**src/rtl/load_align_unit.sv**
```systemverilog
// load_align_unit
//
// Purpose: fetch one or two 32-bit words from a word-addressed memory and
// return the load aligned and zero-filled, ready for a sign-extension stage.
// Byte, half and word loads use one memory beat; double loads use two beats
// (addr, then addr+4 wrapping modulo 2^32). A per-beat wait counter aborts a
// beat that is not answered within MEM_WAIT_MAX cycles and reports err.
//
// Configuration macro: LOAD_ALIGN_MISALIGN_TRAP_EN
//   defined   : misaligned half/word/double loads issue no memory request and
//               pulse err one cycle after start.
//   undefined : misaligned half ignores addr[0], misaligned word returns the
//               word rotated right by 8*addr[1:0], misaligned double ignores
//               addr[1:0]; err is raised only by a timeout.
//
// Ports:
//   CLK          in   clock, rising edge
//   CLR          in   synchronous active-high reset (beats start and memRdy)
//   start        in   load request, sampled only in IDLE
//   addr[31:0]   in   byte address of the load
//   dataSize[1:0]in   00 byte, 01 half, 10 word, 11 double
//   busy         out  high in every state except IDLE
//   memReq       out  memory read request
//   memAddr[31:0]out  word address of the current beat
//   memRdy       in   memory data valid for the current beat
//   memData[31:0]in   memory read word
//   Q[31:0]      out  aligned, zero-filled low data
//   Qhi[31:0]    out  second word of a double load, else 0
//   sizeOut[1:0] out  dataSize of the completed load
//   E            out  one-cycle completion pulse
//   err          out  one-cycle error pulse
//   o_dbg_state  out  current FSM state (debug visibility)
//
// Memory handshake: memReq is a request that stays high with memAddr stable
// until a cycle where memRdy is also high; the word on memData is taken on
// that rising edge and memReq is low in the following cycle. memRdy while
// memReq is low carries no meaning and is ignored.

module load_align_unit #(
  parameter int MEM_WAIT_MAX = 15
) (
  input  logic        CLK,
  input  logic        CLR,
  input  logic        start,
  input  logic [31:0] addr,
  input  logic [1:0]  dataSize,
  output logic        busy,
  output logic        memReq,
  output logic [31:0] memAddr,
  input  logic        memRdy,
  input  logic [31:0] memData,
  output logic [31:0] Q,
  output logic [31:0] Qhi,
  output logic [1:0]  sizeOut,
  output logic        E,
  output logic        err,
  output logic [1:0]  o_dbg_state
);

  localparam int WAIT_W = $clog2(MEM_WAIT_MAX + 1);
  localparam logic [WAIT_W-1:0] WAIT_LAST = WAIT_W'(MEM_WAIT_MAX - 1);

  typedef enum logic [1:0] {
    S_IDLE = 2'd0,
    S_RD0  = 2'd1,
    S_RD1  = 2'd2,
    S_DONE = 2'd3
  } state_t;

  state_t              r_state;
  state_t              w_next;
  logic [WAIT_W-1:0]   r_wait;
  logic [31:0]         r_mem_addr;
  logic [31:0]         r_word0;
  logic [31:0]         r_q;
  logic [31:0]         r_qhi;
  logic [1:0]          r_size;
  logic [1:0]          r_size_out;
  logic [1:0]          r_lo;
  logic                r_err;

  logic                w_trap;
  logic                w_timeout;
  logic                w_in_beat;
  logic [63:0]         w_rot;
  logic [31:0]         w_aligned;

  // Misalignment trap: decided from the request itself while still in IDLE,
  // so a trapped load never leaves IDLE and never touches the memory.
`ifdef LOAD_ALIGN_MISALIGN_TRAP_EN
  logic w_misalign;
  always_comb begin
    w_misalign = 1'b0;
    unique case (dataSize)
      2'b01:   w_misalign = addr[0];
      2'b10:   w_misalign = |addr[1:0];
      2'b11:   w_misalign = |addr[2:0];
      default: w_misalign = 1'b0;
    endcase
  end
  assign w_trap = w_misalign;
`else
  assign w_trap = 1'b0;
`endif

  assign w_in_beat = (r_state == S_RD0) || (r_state == S_RD1);

  // Next-state logic.
  always_comb begin
    w_next    = r_state;
    w_timeout = 1'b0;
    unique case (r_state)
      S_IDLE: begin
        if (start && !w_trap) w_next = S_RD0;
      end
      S_RD0: begin
        if (memRdy) begin
          w_next = (r_size == 2'b11) ? S_RD1 : S_DONE;
        end else if (r_wait == WAIT_LAST) begin
          w_next    = S_IDLE;
          w_timeout = 1'b1;
        end
      end
      S_RD1: begin
        if (memRdy) begin
          w_next = S_DONE;
        end else if (r_wait == WAIT_LAST) begin
          w_next    = S_IDLE;
          w_timeout = 1'b1;
        end
      end
      S_DONE: w_next = S_IDLE;
      default: w_next = S_IDLE;
    endcase
  end

  always_ff @(posedge CLK) begin
    if (CLR) r_state <= S_IDLE;
    else     r_state <= w_next;
  end

  // Alignment of a single-beat load. The doubled word shifted right gives a
  // rotate; byte and half lanes are then just the low bits of that rotate.
  assign w_rot = {memData, memData} >> {r_lo, 3'b000};

  always_comb begin
    w_aligned = memData;
    unique case (r_size)
      2'b00:   w_aligned = {24'b0, w_rot[7:0]};
      2'b01:   w_aligned = r_lo[1] ? {16'b0, memData[31:16]} : {16'b0, memData[15:0]};
      2'b10:   w_aligned = w_rot[31:0];
      default: w_aligned = memData;
    endcase
  end

  // Datapath. Q/Qhi/sizeOut change only on the edge that enters DONE, so a
  // timed-out or trapped load leaves the previous result untouched.
  always_ff @(posedge CLK) begin
    if (CLR) begin
      r_wait     <= '0;
      r_mem_addr <= '0;
      r_word0    <= '0;
      r_q        <= '0;
      r_qhi      <= '0;
      r_size     <= '0;
      r_size_out <= '0;
      r_lo       <= '0;
      r_err      <= 1'b0;
    end else begin
      r_err <= w_timeout || ((r_state == S_IDLE) && start && w_trap);

      // Counter restarts whenever the beat state is entered or left.
      if (w_in_beat && (w_next == r_state)) r_wait <= r_wait + 1'b1;
      else                                  r_wait <= '0;

      unique case (r_state)
        S_IDLE: begin
          if (start && !w_trap) begin
            r_mem_addr <= {addr[31:2], 2'b00};
            r_lo       <= addr[1:0];
            r_size     <= dataSize;
          end
        end
        S_RD0: begin
          if (memRdy) begin
            if (r_size == 2'b11) begin
              r_word0    <= memData;
              r_mem_addr <= r_mem_addr + 32'd4;  // wraps modulo 2^32
            end else begin
              r_q        <= w_aligned;
              r_qhi      <= '0;
              r_size_out <= r_size;
            end
          end
        end
        S_RD1: begin
          if (memRdy) begin
            r_q        <= r_word0;
            r_qhi      <= memData;
            r_size_out <= r_size;
          end
        end
        default: ;
      endcase
    end
  end

  assign busy        = (r_state != S_IDLE);
  assign memReq      = w_in_beat;
  assign memAddr     = r_mem_addr;
  assign Q           = r_q;
  assign Qhi         = r_qhi;
  assign sizeOut     = r_size_out;
  assign E           = (r_state == S_DONE);
  assign err         = r_err;
  assign o_dbg_state = r_state;

endmodule

```
**config.mk**
```make
export PLATFORM = sky130hd
export DESIGN_NAME = load_align_unit
export DESIGN_NICKNAME = d
export VERILOG_FILES = /design/src/rtl/load_align_unit.sv
export SDC_FILE = /design/constraint.sdc
export NUM_CORES = 1
export LEC_CHECK = 0
export CAP_MARGIN = 20
export CORE_ASPECT_RATIO = 0.7
export CORE_MARGIN = 3
export CORE_UTILIZATION = 45
export CTS_CLUSTER_DIAMETER = 200
export DETAILED_ROUTE_END_ITERATION = 12
export PLACE_DENSITY = 0.78
export SYNTH_ARGS = -nofsm -noshare
export SYNTH_HDL_FRONTEND = slang
export SYNTH_SLANG_ARGS = --single-unit
export TNS_END_PERCENT = 100
```
**constraint.sdc**
```tcl
create_clock -name CLK -period 2.6 [get_ports CLK]
set_clock_uncertainty 0.15 [all_clocks]
set_input_delay 0.52 -clock CLK [delete_from_list [all_inputs] [get_ports CLK]]
set_output_delay 0.52 -clock CLK [all_outputs]
set_load 0.005 [all_outputs]
```
### Word-level counts from Yosys, hierarchy flattened

Cells that the tools add are included.

* $add $sub $neg: 2
* eq/ne operators: 13
* shift operators: 1
* multiplexer cells: 25
* bitwise operators: 2
* reduce and logical (&&, ||, !) cells: 14

Operators with widths (count)
* $mux W32: 9
* $pmux W32 S2: 3
* $pmux W32 S3: 1
* $shr A64 B5 Y32: 1
* $add A32 B3 Y32 const B: 1
* $mux W16: 1
* $mux W2: 7
* $eq A2 B2 Y1 const B: 4
* $ne A2 B2 Y1 const B: 4
* $pmux W2 S4: 1
* $reduce_and A4 Y1: 2
* $reduce_bool A2 Y1: 3
* $add A4 B1 Y4 const B: 1
* $eq A2 B1 Y1 const B: 2
* $eq A4 B4 Y1 const B: 1
* $logic_not A2 Y1: 2
* $pmux W2 S2: 1
* $reduce_or A2 Y1: 2
* $reduce_and A3 Y1: 1
* $reduce_or A3 Y1: 1
* $eq A2 B2 Y1: 1
* $mux W1: 2
* $ne A2 B1 Y1 const B: 1
* $not A1 Y1: 2
* 3 further kinds: 3

* register bits after elaboration: 141
* input port bits: 70
* output and inout bits: 104
* word-level logic and storage cells: 67

### Depth between registers and ports, before layout

Gate-level depths: netlist of the first run.

* depth after elaboration: 8
* gate-level depth with buffers: 10
* mapped depth without buffers: 7

### Worst setup path after synthesis of the first run

Ideal clock, no wire load.

* path type: flip-flop to flip-flop
* start point: reg r_state[1], in the netlist o_dbg_state[1]
* end point: reg r_qhi[27], in the netlist Qhi[27]
* library setup time: 0.128 ns
* arrival: 1.859 ns
* required time: 2.322 ns
* slack: 0.463 ns
* cell stages (with the launch flop): 11
* path through: dfxtp_1 > inv_1 > ha_1 > buf_2 > nand3_1 > nand2_1 > or2_2 > buf_2 > buf_1 > a22oi_1 > nor2_1

* word-level cells in the longest chain between the ends: 3

RTL lines
* start, declared: line 70 `state_t r_state;`
* start signal, assigned: line 139 `else r_state <= w_next;`
* $eq A2 B1 Y1 / $eq A2 B2 Y1 (equally long branches): line 176 `unique case (r_state)`
* $ne A2 B2 Y1 (no line) / $reduce_bool A2 Y1 (equally long branches)
* $reduce_and A4 Y1 (no line)
* end signal, assigned: line 199 `r_qhi <= memData;`
* end, declared: line 76 `logic [31:0] r_qhi;`

Parallel ways exist; a longest one is shown, timed or not.
A chain may end at the register's enable or synchronous reset.

### Final worst setup path of the first run

* start point: reg r_state[0], in the netlist o_dbg_state[0]
* end point: out memReq

* word-level cells in the longest chain between the ends: 2

RTL lines
* $eq A2 B1 Y1 / $eq A2 B2 Y1 (equally long branches): line 106 `assign w_in_beat = (r_state == S_RD0) || (r_state == S_RD1);`
* $logic_or A1 B1 Y1 (*): line 106
* end, declared: line 48 `output logic memReq,`

Mark *: on every way between the ends. The rest lies on a longest branch, timed or not.

==> results of run 1 <==
final cells by class:
cell class,count,area [sq um]
Clock buffer,17,425.4
Clock inverter,15,193.9
Fill cell,1331,5592
Inverter,11,41.29
Multi-Input combinational cell,649,4274
Sequential cell,139,2789
Tap cell,220,275.3
Timing Repair Buffer,230,2242
worst reg2reg max path, delay by kind of cell, from the launching register on:
family / cells / cell delay [ns]
compound gates: 2 / 0.37
fa+ha+maj: 1 / 0.28
flops: 1 / 0.43
simple gates: 3 / 0.99
flip-flops by register name, indices dropped and copies added, names as in the netlist:
register / flops
Q: 32
Qhi: 32
r_word0: 32
memAddr: 30
r_wait: 4
o_dbg_state: 2
r_lo: 2
r_size: 2
sizeOut: 2
err: 1
metal layers:
metal  part of all wire, %  GRT usage [%]  up-vias
met5                     0              0        -
met2                    42          38.98      459
met4                   1.4          8.208        0
met3                    13          9.837       34
met1                    44          39.86     3604
li1                      -              -     3556
worst min-delay path by stage:
stage,slack (ns),to,from
after detailed placement,0.29,r_word0[11],r_word0[11]
after CTS,0.30,r_word0[11],r_word0[11]
final,0.30,r_word0[8],r_word0[8]
after floorplan,0.28,r_wait[0],r_wait[0]
after global routing,0.33,r_word0[12],r_word0[12]
after global placement,0.29,r_word0[8],r_word0[8]
timing repair:
item                       4_1_cts  5_1_grt
hold endpoints to repair         0        0
hold buffers                     0        0
gates cloned                     0        0
gates resized for setup          3        1
setup endpoints to repair        1        1
pin swaps                        0        0
cells by family (layout without fill, tap and decap cells):
logic type	after synthesis	after routing
AOI/OAI and AO/OA	218	218
xor gates and xnor gates	2	2
adders and majority gates	7	7
buffers and inverters	93	273
DFF	139	139
muxes	68	68
other	1	2
and+or+nand+nor	352	352
placed cells by master, fill, tap and decap left out, types with 4 or more instances in the layout:
master / synthesis / final
sky130_fd_sc_hd__o22ai_1: 6 / 6
sky130_fd_sc_hd__and4_1: 7 / 7
sky130_fd_sc_hd__o31a_1: 6 / 6
sky130_fd_sc_hd__mux2_2: 8 / 8
sky130_fd_sc_hd__clkinv_8: 0 / 6
sky130_fd_sc_hd__a211oi_1: 39 / 39
sky130_fd_sc_hd__clkbuf_16: 0 / 17
sky130_fd_sc_hd__buf_4: 8 / 53
sky130_fd_sc_hd__nor3_1: 38 / 38
sky130_fd_sc_hd__a22oi_1: 33 / 33
sky130_fd_sc_hd__inv_1: 11 / 10
sky130_fd_sc_hd__nand4_1: 7 / 7
sky130_fd_sc_hd__and3_1: 4 / 4
sky130_fd_sc_hd__inv_8: 0 / 7
sky130_fd_sc_hd__nand2_1: 112 / 112
sky130_fd_sc_hd__nand2b_1: 16 / 16
sky130_fd_sc_hd__a31oi_1: 6 / 6
sky130_fd_sc_hd__mux2i_1: 28 / 28
sky130_fd_sc_hd__nor2b_1: 9 / 9
sky130_fd_sc_hd__nor2_1: 103 / 101
sky130_fd_sc_hd__nand3_1: 28 / 28
sky130_fd_sc_hd__or3_1: 7 / 7
sky130_fd_sc_hd__buf_12: 0 / 7
sky130_fd_sc_hd__clkdlybuf4s50_1: 0 / 169
sky130_fd_sc_hd__o21ai_0: 25 / 25
sky130_fd_sc_hd__a21oi_1: 74 / 74
sky130_fd_sc_hd__dfxtp_1: 139 / 136
sky130_fd_sc_hd__a221o_1: 9 / 9
sky130_fd_sc_hd__mux4_2: 32 / 32
sky130_fd_sc_hd__nor4_1: 9 / 9
sky130_fd_sc_hd__ha_1: 7 / 6
where the power goes:
| part | switching (mW) | internal (mW) |
|---|---|---|
| clock | 1.18 | 1.32 |
| combinational | 0.865 | 0.838 |
| sequential | 0.146 | 2.27 |
==> flow_summary.rst, run 1 <==
.. list-table::
   :header-rows: 1

   * - Metric
     - Value
   * - Global-route wire length before repair
     - 40130 um
   * - Overall fraction of global-route tracks in use
     - 27.67%
   * - Xor-xnor portion of the synthesized cell area
     - 0.2351%
   * - Number of buffers and inverters on the critical path
     - 2
   * - Number of setup buffers added after CTS
     - 0
   * - Floorplan die area
     - 18160 sq um
   * - Dominant cells by area after synthesis
     - sky130_fd_sc_hd__dfxtp_1 (37%), sky130_fd_sc_hd__mux4_2 (9.7%), sky130_fd_sc_hd__nand2_1 (5.6%)
   * - Worst hold margin
     - 0.3049 ns
   * - Clock root buffer
     - sky130_fd_sc_hd__clkbuf_16
   * - End point of the critical path
     - memReq
   * - I/O Pins
     - 174
   * - Multiplexer fraction of the synthesized cell area
     - 14.64%
   * - Via total after detailed routing
     - 7653
   * - Origin of the critical flop-to-flop path
     - memAddr[2]
   * - Starting density of the core
     - 47.06%
   * - Port-buffer cells
     - 171
   * - Worst-margin pin slew
     - 0.8281 ns
   * - Data required time at the worst endpoint
     - 1.93 ns
   * - Max-slew headroom
     - 44.68%
   * - CP peak stage delay
     - 0.51 ns
   * - Post-synth top cells
     - sky130_fd_sc_hd__dfxtp_1 (139), sky130_fd_sc_hd__nand2_1 (112), sky130_fd_sc_hd__nor2_1 (103)
   * - Placement Rows
     - 38
   * - Synth Instances
     - 880
   * - Most common cell in the synthesized netlist
     - sky130_fd_sc_hd__dfxtp_1
   * - Cell area after layout
     - 10240 sq um
   * - DRC violation total after the first TritonRoute iteration
     - 895
   * - CP startpoint kind
     - flop
   * - Post-layout worst setup margin
     - 0.2244 ns
   * - Number of H-tree levels
     - 4
   * - Yosys warns
     - 0
   * - Crit end category
     - output port
   * - Total Nets Final
     - 1125
   * - Overall power consumption
     - 6.621 mW
   * - Width of the die
     - 159.8 um
   * - Placed Cells incl. Taps
     - 1249
   * - Min cycle time layout
     - 2.376 ns
   * - Reg-to-reg endpoint
     - memAddr[20]
   * - Number of CTS-inserted buffers
     - 17
   * - Mean cell area of the mapped netlist
     - 8.467 sq um
   * - Count of cells along the worst register-to-register path
     - 6
   * - Post-detailed-route count of antenna-violating nets
     - 0
   * - Vias in the first global route
     - 7181
   * - Area fraction in compound gates after synthesis
     - 19.11%
   * - RSZ-0062 raised after global routing
     - no
   * - Async set or reset register ratio after synthesis
     - 0%
   * - Count of flip-flops with a built-in enable after synthesis
     - 0
   * - Count of endpoints failing hold in the final timing report
     - 0
   * - Class of the tightest hold or removal check
     - reg -> reg
   * - Dominant combinational cell family by area after synthesis
     - simple AND/OR/NAND/NOR gates
   * - Setup-failing EPs final
     - 0
   * - Dominant delay contributor by cell family on the critical path
     - buffers and inverters
   * - Arrival time of the worst setup path
     - 1.71 ns
   * - Adder and majority cell fraction of the synthesized area
     - 1.175%
   * - Total power divided by cell area
     - 646.5 nW/um^2
   * - Final clock period utilization by the worst path
     - 91.37%
   * - Clock Tree Buf Depth
     - 2
   * - Status
     - finished, final reports clean
   * - Clock input transition at the sequential cells of the worst setup and hold paths
     - 0.07 ns
   * - Stages on worst setup path
     - 3
   * - Area share of the leading cell type in the synthesized netlist
     - 37.35%
   * - Final Routed Wirelength
     - 25600 um
   * - Pre-CTS setup slack
     - -0.02278 ns
   * - Simple logic cell fraction of the synthesized area
     - 22.00%
   * - Count of TritonRoute iterations in the first routing pass
     - 5
   * - Fmax
     - 421.0 MHz
   * - Start point of the critical path
     - o_dbg_state[0]
   * - Syn Std Cell Area
     - 7451 sq um
   * - Via-per-instance ratio
     - 5.974
   * - Diodes inserted
     - 0
   * - Worst hold path depth
     - 2
   * - Dominant register cell in the synthesized netlist
     - sky130_fd_sc_hd__dfxtp_1
   * - Maximum number of pins on one net before global-route repair
     - 64
   * - Number of max-cap violations
     - 0
   * - Leakage power figure
     - 3.464 nW
   * - Cell Area, Placed
     - 9615 sq um
   * - Final HPWL DP
     - 17780 um
   * - Share of the yosys chip area belonging to registers
     - 37.35%
   * - Crit path max fanout
     - 6
   * - Final global-route overflow total
     - 0
   * - Die Ht
     - 113.7 um
   * - TritonCTS clock tree
     - yes
   * - Synth-to-Final Area Change
     - 37.45%
   * - Antenna violations before repair
     - 0
   * - Area inside the core boundary
     - 15830 sq um
   * - Critical-path top delay cell
     - sky130_fd_sc_hd__clkdlybuf4s50_1
   * - Cell type with the largest total area after synthesis
     - sky130_fd_sc_hd__dfxtp_1
   * - Type of the worst setup path
     - reg -> out
   * - Setup TNS
     - 0 ns
   * - Routed len/inst
     - 19.98 um
   * - Post-Route Utilization
     - 64.68%
   * - Flops & latches, synth
     - 139
   * - Maximum VDD drop
     - 0.4321 mV
   * - Insertion delay to the later sink of the worst-skew pair
     - 0.42 ns
   * - Fraction of layout cells with a size suffix above 1
     - 13.67%
   * - Number of distinct library cells after synthesis
     - 56
   * - Final instance count without filler cells
     - 1281
   * - Global placer's final weighted congestion
     - 0.9347
   * - Worst-path cell chain
     - inv_2, ha_1, clkdlybuf4s50_1
   * - FF-to-FF setup slack
     - 0.32 ns
   * - Pins over their slew limit
     - 0
   * - Clock Sink Count
     - 139
   * - Number of DRC violations after detailed routing
     - 0
No activity file was read; power rests on OpenSTA's default activity.
==> inputs of run 2 (changes only) <==
--- a/config.mk
+++ b/config.mk
@@ -6,12 +6,14 @@
 export NUM_CORES = 1
 export LEC_CHECK = 0
 export CAP_MARGIN = 20
+export CELL_PAD_IN_SITES_DETAIL_PLACEMENT = 1
+export CELL_PAD_IN_SITES_GLOBAL_PLACEMENT = 1
 export CORE_ASPECT_RATIO = 0.7
 export CORE_MARGIN = 3
-export CORE_UTILIZATION = 45
+export CORE_UTILIZATION = 37
 export CTS_CLUSTER_DIAMETER = 200
 export DETAILED_ROUTE_END_ITERATION = 12
-export PLACE_DENSITY = 0.78
+export PLACE_DENSITY = 0.85
 export SYNTH_ARGS = -nofsm -noshare
 export SYNTH_HDL_FRONTEND = slang
 export SYNTH_SLANG_ARGS = --single-unit
==> flow_summary.rst, run 2 (same netlist as run 1, synthesis figures left out) <==
.. list-table::
   :header-rows: 1

   * - Metric
     - Value
   * - Routed len/inst
     - 23.59 um
   * - Max-slew headroom
     - 58.90%
   * - Via total after detailed routing
     - 8013
   * - Area taken by flip-flops and latches
     - 2788 sq um
   * - Data required time at the worst endpoint
     - 1.93 ns
   * - RSZ-0062 raised after global routing
     - no
   * - Post-layout worst setup margin
     - 0.07967 ns
   * - Number of buffers and inverters on the critical path
     - 3
   * - Global placer's final weighted congestion
     - 0.8969
   * - Origin of the critical flop-to-flop path
     - o_dbg_state[0]
   * - FF-to-FF setup slack
     - 0.20 ns
   * - Final global-route overflow total
     - 0
   * - Reg-to-reg endpoint
     - memAddr[24]
   * - Antenna violations before repair
     - 0
   * - Critical-path top delay cell
     - sky130_fd_sc_hd__clkdlybuf4s50_1
   * - CP peak stage delay
     - 0.51 ns
   * - Synth-to-Final Area Change
     - 39.48%
   * - Setup TNS
     - 0 ns
   * - I/O Pins
     - 174
   * - Total power divided by cell area
     - 667.2 nW/um^2
   * - Floorplan die area
     - 21900 sq um
   * - Cell Area, Placed
     - 9746 sq um
   * - Min cycle time layout
     - 2.520 ns
   * - Most numerous cell on the critical path
     - sky130_fd_sc_hd__inv_1
   * - Worst-path cell chain
     - inv_1, ha_1, inv_1, clkdlybuf4s50_1
   * - Final Routed Wirelength
     - 31370 um
   * - Clock Tree Buf Depth
     - 2
   * - Setup-failing EPs final
     - 0
   * - Layout fillers
     - 2282
   * - Count of TritonRoute iterations in the first routing pass
     - 5
   * - Worst-margin pin slew
     - 0.6165 ns
   * - Total Nets Final
     - 1130
   * - Post-Route Utilization
     - 53.74%
   * - Worst hold margin
     - 0.3057 ns
   * - Global-route wire length before repair
     - 48690 um
   * - Total area of multi-input combinational cells
     - 4274 sq um
   * - Arrival time of the worst setup path
     - 1.85 ns
   * - CP startpoint kind
     - flop
   * - Width of the die
     - 175.6 um
   * - Clock Sink Count
     - 139
   * - Placement Rows
     - 42
   * - Final clock period utilization by the worst path
     - 96.94%
   * - Die Ht
     - 124.7 um
   * - Most common library cell in the layout ignoring fill and taps
     - sky130_fd_sc_hd__clkdlybuf4s50_1
   * - Origin of the worst min-delay path
     - sizeOut[1]
   * - Type of the worst setup path
     - reg -> out
   * - Class of the tightest hold or removal check
     - reg -> reg
   * - Port-buffer cells
     - 171
   * - Status
     - finished, final reports clean
   * - Count of cells along the worst register-to-register path
     - 6
   * - Fmax
     - 396.8 MHz
   * - Overall fraction of global-route tracks in use
     - 28.31%
   * - End point of the most critical hold path
     - sizeOut[1]
   * - Diodes inserted
     - 0
   * - DRC violation total after the first TritonRoute iteration
     - 823
   * - Insertion delay to the later sink of the worst-skew pair
     - 0.44 ns
   * - Dominant delay contributor by cell family on the critical path
     - buffers and inverters
   * - Crit end category
     - output port
   * - Pre-CTS setup slack
     - 0.01823 ns
   * - Starting density of the core
     - 38.53%
   * - Number of H-tree levels
     - 4
   * - Maximum number of pins on one net before global-route repair
     - 61
   * - Count of endpoints failing hold in the final timing report
     - 0
   * - Vias in the first global route
     - 8212
   * - TritonCTS clock tree
     - yes
   * - Clock root buffer
     - sky130_fd_sc_hd__clkbuf_16
   * - Number of CTS-inserted buffers
     - 17
   * - Pins over their slew limit
     - 0
   * - Final HPWL DP
     - 21760 um
   * - Clock input transition at the sequential cells of the worst setup and hold paths
     - 0.06 ns
   * - Area inside the core boundary
     - 19340 sq um
   * - Cell area after layout
     - 10390 sq um
   * - Crit path max fanout
     - 6
   * - Number of DRC violations after detailed routing
     - 0
   * - Post-detailed-route count of antenna-violating nets
     - 0
   * - Number of max-cap violations
     - 0
   * - Maximum VDD drop
     - 0.4403 mV
   * - Via-per-instance ratio
     - 6.025
   * - Leakage power figure
     - 3.501 nW
   * - Fraction of layout cells with a size suffix above 1
     - 14.07%
   * - Commonest non-fill, non-tap cells in the layout
     - sky130_fd_sc_hd__clkdlybuf4s50_1 (170), sky130_fd_sc_hd__dfxtp_1 (135), sky130_fd_sc_hd__nand2_1 (112)
   * - Worst hold path depth
     - 2
## run 2: cell types whose count changed in the layout (fill, tap and decap cells not counted), moves of 2 or more
| cell | change |
|---|---|
| sky130_fd_sc_hd__buf_12 | +3 |
| sky130_fd_sc_hd__dfxtp_2 | +2 |
| sky130_fd_sc_hd__bufinv_16 | +3 |
| sky130_fd_sc_hd__clkinv_8 | -5 |
| sky130_fd_sc_hd__buf_4 | +2 |
| sky130_fd_sc_hd__inv_6 | +2 |
## run 2: cell type report
class                   count  share of cell area [%]
well taps                 264                   3.178
clock inverters            15                   2.107
multi-input cells         649                   41.13
repair buffers            235                   22.27
clock buffers              17                   4.093
flip-flops and latches    139                   26.82
inverters                  11                  0.3973
## run 2: what timing repair did
item / 4_1_cts / 5_1_grt
pin swaps: 0 / 0
gates resized for setup: 1 / 1
setup buffers: 0 / 0
hold buffers: 0 / 0
endpoints found under the setup margin: 2 / 2
## run 2: worst max path at each step
stage,from,to,slack (ns),depth (start not counted)
finish,o_dbg_state[0],busy,0.08,4
detailed placement,memData[23],Q[23],0.02,6
floorplan,o_dbg_state[1],Qhi[27],0.46,10
global placement,memData[23],Q[23],0.02,6
CTS,o_dbg_state[1],memReq,0.04,3
global route,o_dbg_state[0],memReq,0.03,3
## run 2: where the power goes
group	total, mW	switching, mW	internal (mW)	leakage (nW)
Combinational	1.81	0.946	0.864	2.06
Sequential	2.43	0.160	2.27	1.13
Clock	2.69	1.12	1.57	0.315
## run 2: metrics by stage
| step | instances | total power, mW |
|---|---|---|
| detailed placement | 1298 | 4.236 |
| finish | 1330 | 6.934 |
| CTS | 1330 | 6.930 |
| global route | 1330 | 7.201 |
| floorplan | 881 | 3.333 |
| global placement | 1298 | 4.171 |
## run 2: metal layers
layer,track usage [%],vias up,wire (um)
met5,0,-,0
met4,6.142,0,382
met3,8.074,34,2731
met2,43.10,377,14140
met1,39.92,4038,14120
li1,-,3564,-
## run 2: tightest hold or removal path: cells and delay by family (launching register included)
kind | cells | cell delay [ns]
flip-flops | 1 | 0.31
AND/OR/NAND/NOR | 1 | 0.05
AO/OA/AOI/OAI | 1 | 0.05
